## src/rtl/alu_arb_pkg.sv

```systemverilog
// Shared types and constants for the two-requester ALU arbiter.
package alu_arb_pkg;

  localparam int ALU_OP_W      = 2;
  localparam int DEFAULT_WIDTH = 8;
  localparam int ID_W          = 1;

  typedef enum logic [1:0] {
    IDLE = 2'd0,
    EXEC = 2'd1,
    RESP = 2'd2
  } state_e;

endpackage

```

## src/rtl/alu_req_arbiter_rr_pick2.sv

```systemverilog
// Two-way round-robin pick: a lone request wins, a tie goes to the requester named by prio.
module rr_pick2 (
  input  logic [1:0] valid,
  input  logic       prio,
  output logic [1:0] grant,
  output logic       winner
);

  always_comb begin
    grant = valid;
    if (valid == 2'b11) begin
      grant = prio ? 2'b10 : 2'b01;
    end
    winner = grant[1];
  end

endmodule

```

## src/rtl/alu_req_arbiter.sv

```systemverilog
// Shares one combinational ALU between two requesters; one transaction at a time,
// round-robin on ties, operands and result registered, response tagged with requester id.
module alu_req_arbiter
  import alu_arb_pkg::*;
#(
  parameter int WIDTH = DEFAULT_WIDTH
) (
  input  logic                clk,
  input  logic                rst_n,
  input  logic                ena,
  input  logic                req0_valid,
  output logic                req0_ready,
  input  logic [WIDTH-1:0]    req0_a,
  input  logic [WIDTH-1:0]    req0_b,
  input  logic [ALU_OP_W-1:0] req0_op,
  input  logic                req1_valid,
  output logic                req1_ready,
  input  logic [WIDTH-1:0]    req1_a,
  input  logic [WIDTH-1:0]    req1_b,
  input  logic [ALU_OP_W-1:0] req1_op,
  output logic [WIDTH-1:0]    alu_a,
  output logic [WIDTH-1:0]    alu_b,
  output logic [ALU_OP_W-1:0] alu_op,
  input  logic [WIDTH-1:0]    alu_result,
  output logic                rsp_valid,
  input  logic                rsp_ready,
  output logic [ID_W-1:0]     rsp_id,
  output logic [WIDTH-1:0]    rsp_data,
  output state_e              dbg_state,
  output logic                dbg_prio
);

  // Valid/ready on every channel: a transfer happens on a rising edge where both are high.
  // Request ready is offered only in IDLE with ena high, to the arbitration winner.

  state_e     state;
  state_e     state_nx;
  logic       prio;
  logic [1:0] grant;
  logic       winner;
  logic       take;
  logic       done;

  rr_pick2 u_pick (
    .valid  ({req1_valid, req0_valid}),
    .prio   (prio),
    .grant  (grant),
    .winner (winner)
  );

  always_comb begin
    state_nx   = state;
    req0_ready = 1'b0;
    req1_ready = 1'b0;
    take       = 1'b0;
    done       = 1'b0;
    case (state)
      IDLE: begin
        if (ena) begin
          req0_ready = grant[0];
          req1_ready = grant[1];
          take       = |grant;
          if (take) state_nx = EXEC;
        end
      end
      EXEC: state_nx = RESP;
      RESP: begin
        if (rsp_ready) begin
          done     = 1'b1;
          state_nx = IDLE;
        end
      end
      default: state_nx = IDLE;
    endcase
  end

  always_ff @(posedge clk or negedge rst_n) begin
    if (!rst_n) state <= IDLE;
    else        state <= state_nx;
  end

  always_ff @(posedge clk or negedge rst_n) begin
    if (!rst_n) begin
      alu_a     <= '0;
      alu_b     <= '0;
      alu_op    <= '0;
      rsp_id    <= '0;
      rsp_data  <= '0;
      rsp_valid <= 1'b0;
      prio      <= 1'b0;
    end else begin
      if (take) begin
        alu_a  <= winner ? req1_a  : req0_a;
        alu_b  <= winner ? req1_b  : req0_b;
        alu_op <= winner ? req1_op : req0_op;
        rsp_id <= winner;
      end
      if (state == EXEC) begin
        rsp_data  <= alu_result;
        rsp_valid <= 1'b1;
      end
      // Fairness pointer moves only when a response is consumed.
      if (done) begin
        rsp_valid <= 1'b0;
        prio      <= ~rsp_id;
      end
    end
  end

  assign dbg_state = state;
  assign dbg_prio  = prio;

endmodule

```

## config.mk

```make
export PLATFORM = sky130hd
export DESIGN_NAME = alu_req_arbiter
export DESIGN_NICKNAME = d
export VERILOG_FILES = /design/src/rtl/alu_arb_pkg.sv /design/src/rtl/alu_req_arbiter_rr_pick2.sv /design/src/rtl/alu_req_arbiter.sv
export SDC_FILE = /design/constraint.sdc
export NUM_CORES = 1
export LEC_CHECK = 0
export CAP_MARGIN = 20
export CORE_MARGIN = 5
export CORE_UTILIZATION = 42
export CTS_CLUSTER_DIAMETER = 150
export DETAILED_ROUTE_END_ITERATION = 6
export PLACE_DENSITY = 0.93
export SKIP_CTS_REPAIR_TIMING = 1
export SLEW_MARGIN = 40
export SYNTH_ARGS = -nofsm -noshare
export SYNTH_HDL_FRONTEND = slang
export SYNTH_HIERARCHICAL = 1
export SYNTH_SLANG_ARGS = --single-unit
```

## constraint.sdc

```tcl
create_clock -name clk -period 4.8 [get_ports clk]
set_input_delay 0.96 -clock clk [delete_from_list [all_inputs] [get_ports clk]]
set_output_delay 0.96 -clock clk [all_outputs]
set_load 0.01 [all_outputs]
```

==> metrics.yaml <==
ys_types: 18
drive_above_1_share_pct: 30.8
numCtsBuffers: 5
hold_viol_final: 0
setup_viol: 0
synth-compound-area-share_pct: 3.16
ios: 83
start_util_pct: 43.2
skew_ns: 0.00744
synth_seq_area_share_pct: 49.1
yosys.area_share.simple_pct: 3.32
critPathLaunchType: "primary input"
routed_wirelength_mm: 3.92
critical_path.max_stage_delay_ns: 0.56
path_cells: "clkdlybuf4s50_1, a21boi_2, buf_4, and2_1, clkdlybuf4s50_1"
p_comb_share_pct: 49.8
cp_num_buf_inv: 3
antenna_cells: 0
final_max_slew_viol_count: 0
clkPwrFrac_pct: 15.9
cp-end-kind: "primary output"
synth_top_area_cell: "dfrtp_1"
rsz0062_at_grt: "no"
die_h_um: 71.4
ys.warnings.count: 6
p_seq_share_pct: 34.2
max_cap_viol_count: 0
synth_area_leaders: "dfrtp_1 (49%), mux2_4 (27%), mux2_2 (12%)"
period_share_pct: 75.4
die_w_um: 71.4
leakage_nw: 1.07
cts.sinks: 31
synth_mux_area_share_pct: 38.7
yosys_register_bits: 31
final_area_um2: 2500
tightest_slew_ns: 0.419
placed_area_um2: 2400
cpMaxStageDelayCell: "clkdlybuf4s50_1"
layout.nets: 234
dp_hpwl_mm: 3.08
die-area_um2: 5090
worstPathArrival_ns: 2.66
regArea_um2: 776
ir_drop_v: 0.000276
wl_per_cell_um: 16.8
yosys.area_share.xor_xnor_pct: 0
place.port_buffers: 82
fillers: 279
grt_pass1_vias: 1297
critPathMaxFanout: 21
grt_max_degree: 32
synth_nets: 149
cp.required_ns: 3.84
syn-cell-area_um2: 1580
syn_area_per_cell_um2: 16.0
grt_remaining_overflow: 0
area_growth_pct: 57.9
drc_errors: 0
crit_type: "in2out"
switching_share_pct: 29.3
cts_tree: "done"
crit_family: "buffers and inverters"
fin_crit_ns: 3.62
synth.top_cell.area_share_pct: 49.1
p_sw_uw: 407
antenna_found_initial: 0
setup_tns_ns: 0
vias_per_cell: 4.80
rows: 22
min_path_type: "reg2reg"
dr.pass1.iters: 4
slew_headroom_pct: 72.1
power_density_nw_per_um2: 557
drtIter0Drc: 62
insertion_delay_ns: 0.28
synth_top_family_by_area: "multiplexers"
gp_congestion: 0.792
intPower_uw: 984
multiInputGateArea_um2: 718
cts_root_buf: "clkbuf_8"
outcome: "finished, final reports clean"
ctsLongestPathBuffers: 2
core_area_um2: 3660
fmax_ghz: 0.276
synth_cells: 99
ctsHtreeMaxLevel: 2
path_clk_slew_ns: 0.06
track_usage_pct: 15.9
grt_pass1_wl_mm: 6.09
antenna_left: 0
vias: 1118
synthAdderAreaFrac_pct: 0
cpMostUsedCell: "clkdlybuf4s50_1"
-- layout by cell type, fill, tap and decap left out --
cell type	instances
clkdlybuf4s50_1	82
dfrtp_1	31
mux2_4	28
mux2_2	17
clkbuf_8	7
o21ai_0	3
and2_1	2
nand2b_1	2
inv_1	2
buf_4	2
nor3b_2	1
o21a_4	1
nor2_1	1
a21oi_1	1
nand3b_1	1
nand2_1	1
clkbuf_1	1
a21boi_1	1
a21boi_2	1
-- per-layer routing --
| metal | GRT usage [%] | share of wire (%) | wire (um) | vias up |
|---|---|---|---|---|
| met2 | 28.7 | 54 | 2100 | 50 |
| met5 | 0 | 0 | 0 | - |
| li1 | - | - | - | 513 |
| met1 | 16.1 | 37 | 1440 | 545 |
| met4 | 7.72 | 2.5 | 96 | 0 |
| met3 | 5.75 | 7.0 | 275 | 10 |
-- stage by stage --
stage / util [%] / setup slack [ns] / instances / hold WS (ns) / power [mW]
after floorplan: - / 2.38 / 99 / 0.522 / 0.835
after global placement: 65.5 / 1.26 / 225 / 0.483 / 1.15
after detailed placement: 65.5 / 1.17 / 225 / 0.493 / 1.18
after CTS: 68.2 / 1.16 / 233 / 0.511 / 1.41
after global routing: 68.2 / 1.11 / 233 / 0.530 / 1.47
final: 68.2 / 1.18 / 233 / 0.508 / 1.39
-- cells in the mapped netlist --
master / instances
nor3b_2: 1
o21a_4: 1
nor2_1: 1
nand2_1: 1
inv_1: 2
mux2_4: 28
buf_12: 3
buf_2: 1
nand2b_1: 2
buf_6: 1
buf_4: 1
dfrtp_1: 31
and2_1: 2
a21boi_1: 2
nand3b_1: 1
a21oi_1: 1
o21ai_0: 3
mux2_2: 17
-- power groups by stage --
stage	Clock [mW]	Combinational, mW	Sequential [mW]
after floorplan	0	0.303	0.531
after global placement	0	0.683	0.471
after detailed placement	0	0.702	0.480
after CTS	0.227	0.705	0.478
after global routing	0.236	0.734	0.497
final	0.222	0.693	0.476
-- area by class of cell --
class / count / area share [%]
Clock buffer: 8 / 4.01
Multi-Input combinational cell: 60 / 28.8
Timing Repair Buffer: 84 / 33.5
Sequential cell: 31 / 31.1
Tap cell: 48 / 2.40
Inverter: 2 / 0.301
-- final timing paths --
path                              from          end  slack [ns]  cells past startpoint
setup / recovery            req1_valid   req1_ready        1.18                      5
hold / removal             rsp_data[4]  rsp_data[4]        0.51                      1
setup reg to reg              dbg_prio     alu_a[0]        2.97                      5
hold reg to reg            rsp_data[4]  rsp_data[4]        0.51                      1
max in group asynchronous        rst_n  rsp_data[2]        3.43                      2
min in group asynchronous        rst_n     alu_a[4]        1.07                      2
-- kinds of logic after synthesis --
| kind of cell | after synthesis |
|---|---|
| buffers and inverters | 8 |
| muxes | 45 |
| and+or+nand+nor | 8 |
| DFF | 31 |
| AOI/OAI and AO/OA | 7 |
-- sequential cells by signal, summed over array words and instances, names as in the netlist --
register   flops
alu_op         2
dbg_prio       1
rsp_data       8
alu_b          8
alu_a          8
rsp_valid      1
dbg_state      2
rsp_id         1
(Power assumes the default switching activity.)
